**config.mk**
```make
export PLATFORM = sky130hd
export DESIGN_NAME = uart_rx
export DESIGN_NICKNAME = d
export VERILOG_FILES = /design/src/rtl/uart_rx.sv
export SDC_FILE = /design/constraint.sdc
export NUM_CORES = 1
export LEC_CHECK = 0
export CORE_MARGIN = 3
export CORE_UTILIZATION = 55
export CTS_BUF_LIST = sky130_fd_sc_hd__clkbuf_2
export DETAILED_ROUTE_END_ITERATION = 8
export PLACE_DENSITY = 0.83
export SLEW_MARGIN = 20
export SYNTH_ARGS = -nofsm -noshare
export SYNTH_HDL_FRONTEND = slang
export SYNTH_SLANG_ARGS = --single-unit
```
**constraint.sdc**
```tcl
create_clock -name clk -period 4.6 [get_ports clk]
set_clock_uncertainty 0.05 [all_clocks]
set_input_delay 0.69 -clock clk [delete_from_list [all_inputs] [get_ports clk]]
set_output_delay 0.69 -clock clk [all_outputs]
set_load 0.02 [all_outputs]
```
**src/rtl/uart_rx.sv**
```systemverilog
// uart_rx: 8N1 UART receiver.
//
// The RX pin passes through a two-flop synchronizer; everything downstream
// looks only at the synchronized copy rx_s. A low rx_s seen in IDLE is a
// start detection. The start bit is then re-checked half a bit later. Each
// following bit is sampled one full bit period after the previous one:
// 8 data bits LSB first, then the stop bit. The byte is delivered on the
// stop-bit sample together with a sticky ready flag and a framing-error flag.
//
// Ports
//   clk      system clock
//   rst_n    asynchronous active-low reset
//   RX       serial line, asynchronous to clk, idle-high
//   clr_rdy  consumer acknowledge; clears rdy and frm_err
//   rx_data  last received byte, held until the next stop-bit sample
//   rdy      byte available (sticky)
//   frm_err  stop bit of the last frame was sampled as 0 (sticky)
//
// Handshake: this is a flag interface, not valid/ready streaming. rdy rises
// on the stop-bit sample and stays high until the consumer pulses clr_rdy or
// a new start bit is detected. A byte that lands on the same edge as clr_rdy
// wins, so no byte is lost. rx_data is only written on a stop-bit sample.
//
// BAUD_DIV must be >= 4 and even. The start bit is re-checked BAUD_DIV/2
// clocks after detection.

module uart_rx #(
  parameter int BAUD_DIV = 34
) (
  input  logic       clk,
  input  logic       rst_n,
  input  logic       RX,
  input  logic       clr_rdy,
  output logic [7:0] rx_data,
  output logic       rdy,
  output logic       frm_err
);

  localparam int HALF = BAUD_DIV / 2;
  localparam int CW   = $clog2(BAUD_DIV);

  localparam logic [CW-1:0] HALF_LOAD = CW'(HALF - 1);
  localparam logic [CW-1:0] BAUD_LOAD = CW'(BAUD_DIV - 1);
  localparam logic [3:0]    STOP_IDX  = 4'd9;

  typedef enum logic {
    IDLE    = 1'b0,
    RECEIVE = 1'b1
  } state_t;

  state_t state, state_nxt;

  // Synchronizer. Both flops reset high so that reset release never
  // looks like a falling start edge.
  logic rx_m, rx_s;

  // Bit timing
  logic [CW-1:0] baud_cnt;
  logic [3:0]    bit_cnt;
  logic [7:0]    shreg;

  // The receiver is allowed to start only after rx_s has been high for at
  // least one edge since the last frame. This stops a held-low break from
  // retriggering endlessly.
  logic armed;

  // Decoded events
  logic start_det;
  logic samp;
  logic samp_start;
  logic samp_data;
  logic samp_stop;

  // ---------------------------------------------------------------------------
  // Input synchronizer
  // ---------------------------------------------------------------------------
  always_ff @(posedge clk or negedge rst_n) begin
    if (!rst_n) begin
      rx_m <= 1'b1;
      rx_s <= 1'b1;
    end else begin
      rx_m <= RX;
      rx_s <= rx_m;
    end
  end

  // ---------------------------------------------------------------------------
  // Event decode
  // ---------------------------------------------------------------------------
  always_comb begin
    start_det  = 1'b0;
    samp       = 1'b0;
    samp_start = 1'b0;
    samp_data  = 1'b0;
    samp_stop  = 1'b0;

    start_det  = (state == IDLE) && armed && !rx_s;
    samp       = (state == RECEIVE) && (baud_cnt == '0);
    // bit_cnt indexes the bit being sampled:
    //   0     = start bit
    //   1..8  = data bits
    //   9     = stop bit
    samp_start = samp && (bit_cnt == 4'd0);
    samp_stop  = samp && (bit_cnt == STOP_IDX);
    samp_data  = samp && !samp_start && !samp_stop;
  end

  // ---------------------------------------------------------------------------
  // State machine
  // ---------------------------------------------------------------------------
  always_ff @(posedge clk or negedge rst_n) begin
    if (!rst_n) begin
      state <= IDLE;
    end else begin
      state <= state_nxt;
    end
  end

  always_comb begin
    state_nxt = state;
    case (state)
      IDLE: begin
        if (start_det) begin
          state_nxt = RECEIVE;
        end
      end
      RECEIVE: begin
        // A line that is high again at mid start bit was a glitch.
        if ((samp_start && rx_s) || samp_stop) begin
          state_nxt = IDLE;
        end
      end
      default: state_nxt = IDLE;
    endcase
  end

  // ---------------------------------------------------------------------------
  // Baud and bit counters
  // ---------------------------------------------------------------------------
  always_ff @(posedge clk or negedge rst_n) begin
    if (!rst_n) begin
      baud_cnt <= '0;
      bit_cnt  <= 4'd0;
    end else if (start_det) begin
      baud_cnt <= HALF_LOAD;
      bit_cnt  <= 4'd0;
    end else if (state == RECEIVE) begin
      if ((samp_start && rx_s) || samp_stop) begin
        // Leaving the frame: park the counters so bit_cnt never passes 9.
        baud_cnt <= '0;
        bit_cnt  <= 4'd0;
      end else if (samp) begin
        baud_cnt <= BAUD_LOAD;
        bit_cnt  <= bit_cnt + 4'd1;
      end else begin
        baud_cnt <= baud_cnt - CW'(1);
      end
    end
  end

  // ---------------------------------------------------------------------------
  // Data shift register. The register shifts right, so after eight shifts
  // the first data bit received sits in bit 0.
  // ---------------------------------------------------------------------------
  always_ff @(posedge clk or negedge rst_n) begin
    if (!rst_n) begin
      shreg <= 8'h00;
    end else if (samp_data) begin
      shreg <= {rx_s, shreg[7:1]};
    end
  end

  // ---------------------------------------------------------------------------
  // Re-arm tracking. At the stop sample, a high stop bit counts as the
  // required high edge, so a start that follows directly is accepted.
  // ---------------------------------------------------------------------------
  always_ff @(posedge clk or negedge rst_n) begin
    if (!rst_n) begin
      armed <= 1'b1;
    end else if (samp_stop) begin
      armed <= rx_s;
    end else if ((state == IDLE) && rx_s) begin
      armed <= 1'b1;
    end
  end

  // ---------------------------------------------------------------------------
  // Output byte and status flags. Delivery on the stop sample has priority
  // over clearing, so a byte landing on the same edge as clr_rdy is kept.
  // The byte is delivered even when the stop bit is bad.
  // ---------------------------------------------------------------------------
  always_ff @(posedge clk or negedge rst_n) begin
    if (!rst_n) begin
      rx_data <= 8'h00;
      rdy     <= 1'b0;
      frm_err <= 1'b0;
    end else if (samp_stop) begin
      rx_data <= shreg;
      rdy     <= 1'b1;
      frm_err <= ~rx_s;
    end else if (start_det || clr_rdy) begin
      rdy     <= 1'b0;
      frm_err <= 1'b0;
    end
  end

endmodule

```
==> run_results.csv, run 1 <==
group,metric,value,unit
critical_path,timing.critical_path.cells,"clkdlybuf4s50_1",
clocking,clk_root_buffer_cell,"sky130_fd_sc_hd__clkbuf_2",
timing,setup_tns,0,ns
final_layout,layout_fillers,188,
clocking,post_cts_setup_buffer_count,0,
drt,top_layer,"met4",
logic_synthesis,synth-edff-count,0,
drt,drtPass1Iterations,5,
critical_path,timing.critical_path.fanout_max,2,
timing,grt_setup_unrepaired,"false",
logic_synthesis,synth_cells,123,
timing,maxSlewViolCount,0,
critical_path,critical-path-max-stage-delay,0.61,ns
clocking,postCtsResizedCells,0,
global_routing,global_route.usage.total,0.185,
final_layout,layout-drive-gt1-share,0.239,
clocking,postCtsHoldBufs,0,
run,timing.max_cap.violations,0,
critical_path,worst-r2r-cell-count,5,
timing,final.min_clock_period,2.11,ns
logic_synthesis,postSynth.topFlopCell,"sky130_fd_sc_hd__dfrtp_1",
critical_path,timing.rr.start,"bit_cnt[1]",
final_layout,seq_area,805,sq um
critical_path,timing_worst_setup_path_type,"register to primary output",
clocking,clk_pin_slew_worst_paths,0.17,ns
logic_synthesis,async_flop_share,1.00,
final_layout,fin_area,1690,sq um
drt,routed_wirelength,2550,microns
place,gp_congestion,0.808,
logic_synthesis,synth-seq-area-share,0.549,
floorplan,io_pins,14,
logic_synthesis,yosysTopAreaCellShare,0.495,
critical_path,cp.arrival,1.37,ns
drt,drt-initial-drc-count,24,
floorplan,core_area,2500,sq um
clocking,htree_num_levels,2,
place,dp_hpwl,1710,microns
timing,fmax,473,MHz
final_layout,synthToLayoutAreaGrowth,15.0,%
clocking,max-clock-path-buffers,2,
global_routing,first_pass_grt_wire_length,4610,microns
timing,final_hold_viol_count,0,
floorplan,floorplan.die.height,57.6,microns
drt,wl_per_cell,14.8,microns
hold_path,hold_path.startpoint,"rx_m",
floorplan,design.die.area,3320,sq um
final_layout,num-nets-final,150,
hold_path,holdPathStages,0,
drt,wl_met2,1190,microns
logic_synthesis,yosysMostFrequentCell,"sky130_fd_sc_hd__dfrtp_1",
clocking,clock_tree_from_tritoncts,"built",
critical_path,worst_setup_path_end_kind,"primary output",
outcome,run_status,"completed",
pwr,power_leakage,0.797,nW
critical_path,path_buf_inv,1,
logic_synthesis,post_synth_most_frequent_cells,"sky130_fd_sc_hd__dfrtp_1 (29), sky130_fd_sc_hd__mux2_2 (16), sky130_fd_sc_hd__a21oi_1 (9), sky130_fd_sc_hd__inv_1 (9), sky130_fd_sc_hd__nand2_1 (7)",
logic_synthesis,synthDistinctLibCells,37,
critical_path,setup.reg_to_reg.worst_slack,2.53,ns
clocking,cts.sink_count,32,
logic_synthesis,synth_nets,132,
timing,setup_viol,0,
timing,tightestPinTransition,0.646,ns
logic_synthesis,netlist_top_cells_area,"sky130_fd_sc_hd__dfrtp_1 (50%), sky130_fd_sc_hd__mux2_2 (12%), sky130_fd_sc_hd__dfstp_2 (5.4%), sky130_fd_sc_hd__ha_1 (4.3%), sky130_fd_sc_hd__a21oi_1 (3.1%)",
drt,drt.antenna.violating_nets,0,
pwr,worst_ir_drop_vdd,348,uV
global_routing,antenna_found_initial,0,
drt,dr_total_vias,992,
critical_path,cp.required,3.86,ns
place,placed_area,1620,sq um
drt,detail_route.drc_violations,0,
global_routing,grt_max_degree,33,
floorplan,row_count,18,
hold_path,min_path_type,"register to register",
place,port-buffer-count,13,
clocking,clkLatencyLatePin,0.37,ns
drt,wl_met3,133,microns
critical_path,worstSetupStartpointType,"register",
floorplan,initial_utilization,0.586,
logic_synthesis,yosys_warnings,0,
hold_path,min_to,"rx_s",
logic_synthesis,syn_avg_cell_area,11.9,sq um
drt,detail_route.wirelength.met1,1180,microns
clocking,tritoncts_buffer_count,5,
timing,fin_crit_sh,0.460,
floorplan,die_w,57.6,microns
final_layout,num_antenna_cells,0,
timing,relSlewSlack,0.569,
critical_path,rr_endpoint,"rx_data[7]",
logic_synthesis,synth.cell_area,1470,sq um
pwr,power.density_cell_area,439,nW/um^2
critical_path,crit_family,"buffers and inverters",
logic_synthesis,yosysTopAreaCell,"sky130_fd_sc_hd__dfrtp_1",
critical_path,critical_path.slowest_cell,"sky130_fd_sc_hd__clkdlybuf4s50_1",
logic_synthesis,yosys_register_bits,32,
global_routing,overflow,0,
final_layout,multi_input_comb_area,607,sq um
drt,detail_route.vias_per_cell,5.77,
global_routing,grt_pass1_vias,1003,
[report_power, final]
group / internal (W) / switching (W)
sequential: 0.000323 / 0.0000492
combinational: 0.0000827 / 0.0000971
clock: 0.0000936 / 0.0000941
total: 0.000500 / 0.000240
[per-stage QoR]
| stage | instances | setup slack [ns] | total power [W] | utilization | hold WS (ns) |
|---|---|---|---|---|---|
| floorplan | 123 | 2.81 | 0.000509 | - | 0.295 |
| global placement | 164 | 2.62 | 0.000542 | 0.648 | 0.298 |
| detailed placement | 164 | 2.57 | 0.000552 | 0.648 | 0.299 |
| CTS | 172 | 2.46 | 0.000746 | 0.674 | 0.323 |
| global route | 172 | 2.41 | 0.000797 | 0.674 | 0.325 |
| finish | 172 | 2.49 | 0.000740 | 0.674 | 0.320 |
[final cells by class]
type,instances,share of cell area
clock inverters,2,0.0208
multi-input cells,79,0.360
repair buffers,14,0.0817
flip-flops and latches,32,0.477
inverters,9,0.0200
clock buffers,6,0.0178
well taps,30,0.0223
[per-layer routing]
metal	GRT usage	vias to the layer above
li1	-	478
met1	0.234	485
met2	0.285	22
met3	0.0690	7
met4	0.0795	0
met5	0	-
[worst max path at each step]
stage	start	end	slack [ns]	cells after the start
floorplan	baud_cnt[0]	shreg[0]	2.81	7
global placement	bit_cnt[1]	rx_data[0]	2.62	5
detailed placement	bit_cnt[1]	rx_data[7]	2.57	5
CTS	rdy	rdy	2.46	1
global route	rdy	rdy	2.41	1
finish	rdy	rdy	2.49	1
[kinds of logic after synthesis]
| group | Yosys count | share of synthesized area |
|---|---|---|
| fa+ha+maj | 5 | 0.0427 |
| mux | 17 | 0.130 |
| flops | 32 | 0.549 |
| compound gates | 25 | 0.117 |
| simple gates | 32 | 0.125 |
| buf+inv | 12 | 0.0367 |
[sequential cells by signal, summed over array words and instances, names as in the netlist]
signal / flops
baud_cnt: 6
frm_err: 1
rx_m: 1
bit_cnt: 4
rx_s: 1
state: 1
shreg: 8
rx_data: 8
rdy: 1
armed: 1
[layout by cell type, fill, tap and decap left out, types with 2 or more instances in the layout]
master                            instances
sky130_fd_sc_hd__dfrtp_1                 29
sky130_fd_sc_hd__mux2_2                  16
sky130_fd_sc_hd__clkdlybuf4s50_1         13
sky130_fd_sc_hd__inv_1                    9
sky130_fd_sc_hd__a21oi_1                  9
sky130_fd_sc_hd__nand2_1                  7
sky130_fd_sc_hd__nand3_1                  6
sky130_fd_sc_hd__clkbuf_2                 6
sky130_fd_sc_hd__nor2_1                   5
sky130_fd_sc_hd__ha_1                     5
sky130_fd_sc_hd__nor2b_1                  3
sky130_fd_sc_hd__o21ai_0                  3
sky130_fd_sc_hd__dfstp_2                  3
sky130_fd_sc_hd__a31oi_1                  2
sky130_fd_sc_hd__nand4_1                  2
No activity file was read; power rests on OpenSTA's default activity.
==> inputs of run 2 (changes only) <==
Settings changed: CORE_UTILIZATION 55 to 53, PLACE_DENSITY 0.83 to 0.84.
Clock period 4.6 ns to 1.8 ns, I/O delays scaled along.
==> run 2 against run 1 <==
  * Register-to-register slack lost 2.5 ns
  * Critical path type is now register to register
  * Wire length up 4.7%
  * Via count is 5.8% higher
  * Total power grew to 2.5 times the previous value
  * Largest cell class unchanged
==> run_results.csv, run 2 (synthesis gave the netlist of run 1 again) <==
group,metric,value,unit
outcome,run_status,"completed",
drt,drtPass1Iterations,4,
final_layout,top_regs,"rx_data x8, shreg x8, baud_cnt x6",
critical_path,path_buf_inv,1,
pwr,switching_share,0.351,
global_routing,grt_max_degree,33,
floorplan,io_pins,14,
timing,fmax,576,MHz
final_layout,num-nets-final,159,
floorplan,die_w,58.6,microns
final_layout,layout-drive-gt1-share,0.305,
drt,dr_total_vias,1050,
place,gp_congestion,0.881,
pwr,power.internal,0.00121,W
critical_path,worstSetupStartpointType,"register",
timing,setup_tns,0,ns
final_layout,mostFrequentLayoutCells,"sky130_fd_sc_hd__dfrtp_1 (29), sky130_fd_sc_hd__mux2_2 (13), sky130_fd_sc_hd__clkdlybuf4s50_1 (11)",
critical_path,critical-path-max-stage-delay,0.44,ns
clocking,postCtsHoldBufs,0,
clocking,clkLatencyLatePin,0.39,ns
global_routing,first_pass_grt_wire_length,4530,microns
critical_path,timing.critical_path.cells,"inv_1, ha_1, nor2b_2, a21oi_1, o21ai_4, mux2_2",
timing,maxSlewViolCount,0,
run,timing.max_cap.violations,0,
clocking,max-clock-path-buffers,2,
hold_path,min_path_type,"input port to asynchronous set/reset pin",
global_routing,grt_pass1_vias,1025,
critical_path,crit_family,"flip-flops",
final_layout,num_antenna_cells,0,
critical_path,timing.critical_path.fanout_max,8,
timing,tightestPinTransition,0.388,ns
timing,final_setup_margin,0.0641,ns
drt,detail_route.vias_per_cell,5.80,
final_layout,layout_fillers,183,
clocking,clk_pin_slew_worst_paths,0.19,ns
floorplan,core_area,2540,sq um
global_routing,global_route.usage.total,0.180,
clocking,htree_num_levels,2,
timing,final_hold_viol_count,0,
place,port-buffer-count,13,
pwr,worst_ir_drop_vdd,733,uV
critical_path,timing_worst_setup_path_type,"register to register",
drt,wl_per_cell,14.7,microns
global_routing,antenna_found_initial,0,
clocking,tritoncts_buffer_count,5,
pwr,power_leakage,0.875,nW
critical_path,cp.arrival,1.99,ns
clocking,cts.sink_count,32,
floorplan,initial_utilization,0.576,
floorplan,design.die.area,3430,sq um
pwr,relative_contribution_of_combinational_cells_to_total_power,0.305,
global_routing,overflow,0,
final_layout,layout_commonest_cell,"sky130_fd_sc_hd__dfrtp_1",
place,dp_hpwl,1870,microns
drt,drt-initial-drc-count,37,
final_layout,post-route-util,0.696,
drt,detail_route.drc_violations,0,
pwr,p_seq_frac,0.504,
critical_path,cp.required,2.06,ns
drt,routed_wirelength,2670,microns
floorplan,row_count,18,
pwr,power.density_cell_area,1050,nW/um^2
pwr,pwr-share-clk,0.191,
clocking,clock_tree_from_tritoncts,"built",
drt,drt.antenna.violating_nets,0,
place,placement.setup.worst_slack,0.0364,ns
critical_path,critical_path.slowest_cell,"sky130_fd_sc_hd__dfrtp_1",
critical_path,worst_setup_path_end_kind,"register",
final_layout,synthToLayoutAreaGrowth,20.8,%
floorplan,floorplan.die.height,58.6,microns
timing,setup_viol,0,
timing,final.min_clock_period,1.74,ns
timing,relSlewSlack,0.742,
timing,fin_crit_sh,0.964,
clocking,clk_root_buffer_cell,"sky130_fd_sc_hd__clkbuf_2",
timing,grt_setup_unrepaired,"false",
pwr,switchingPower,0.000655,W
-- run 2: cell types whose count changed in the layout (fill, tap and decap cells not counted), moves of 2 or more --
| cell | change |
|---|---|
| sky130_fd_sc_hd__mux2_4 | +3 |
| sky130_fd_sc_hd__buf_4 | +9 |
| sky130_fd_sc_hd__mux2_2 | -3 |
| sky130_fd_sc_hd__dlymetal6s2s_1 | +2 |
| sky130_fd_sc_hd__clkinvlp_4 | +2 |
| sky130_fd_sc_hd__clkdlybuf4s50_1 | -2 |
-- run 2: power by group through the flow --
stage	Clock, W	Sequential (W)	Combinational [W]
2_1_floorplan	0	0.000933	0.000367
3_3_place_gp	0	0.000941	0.000483
3_5_place_dp	0	0.000946	0.000507
4_1_cts	0.000370	0.000935	0.000512
5_1_grt	0.000406	0.000957	0.000637
6_report	0.000357	0.000939	0.000568
-- run 2: worst paths after layout --
check                                start        to  slack, ns  cells past startpoint
worst max-delay path            bit_cnt[1]  shreg[5]       0.06                      6
worst min-delay path                 rst_n  shreg[2]       0.18                      2
worst max register to register  bit_cnt[1]  shreg[5]       0.06                      6
worst min register to register        rx_m      rx_s       0.32                      0
max in group asynchronous            rst_n      rx_s       1.17                      2
min in group clk                        RX      rx_m       0.24                      1
-- run 2: per-stage QoR --
stage                     hold slack (ns)  area (sq um)  cells  power (W)
after detailed placement            0.298          1670    171    0.00145
after global routing                0.163          1770    181    0.00200
after global placement              0.297          1670    171    0.00142
after CTS                           0.179          1720    179    0.00182
after floorplan                   -0.0756          1470    123    0.00130
final                               0.182          1770    181    0.00186
-- run 2: area by class of cell --
class	count	area (sq um)	share of cell area
flip-flops and latches	32	805	0.454
multi-input cells	79	636	0.359
repair buffers	23	210	0.119
inverters	9	33.8	0.0191
well taps	30	37.5	0.0212
clock buffers	5	25.0	0.0141
clock inverters	3	23.8	0.0134
-- run 2: repair_timing --
item / 4_1_cts / 5_1_grt
setup buffers: 0 / 2
resized for setup: 0 / 11
setup endpoints to repair: 0 / 13
-- run 2: layer usage --
metal  track usage  vias up  part of all wire
met4        0.0777        0             0.019
met1         0.213      529              0.45
met2         0.293       23              0.48
met3        0.0680        6             0.048
li1              -      492                 -
met5             0        -                 0
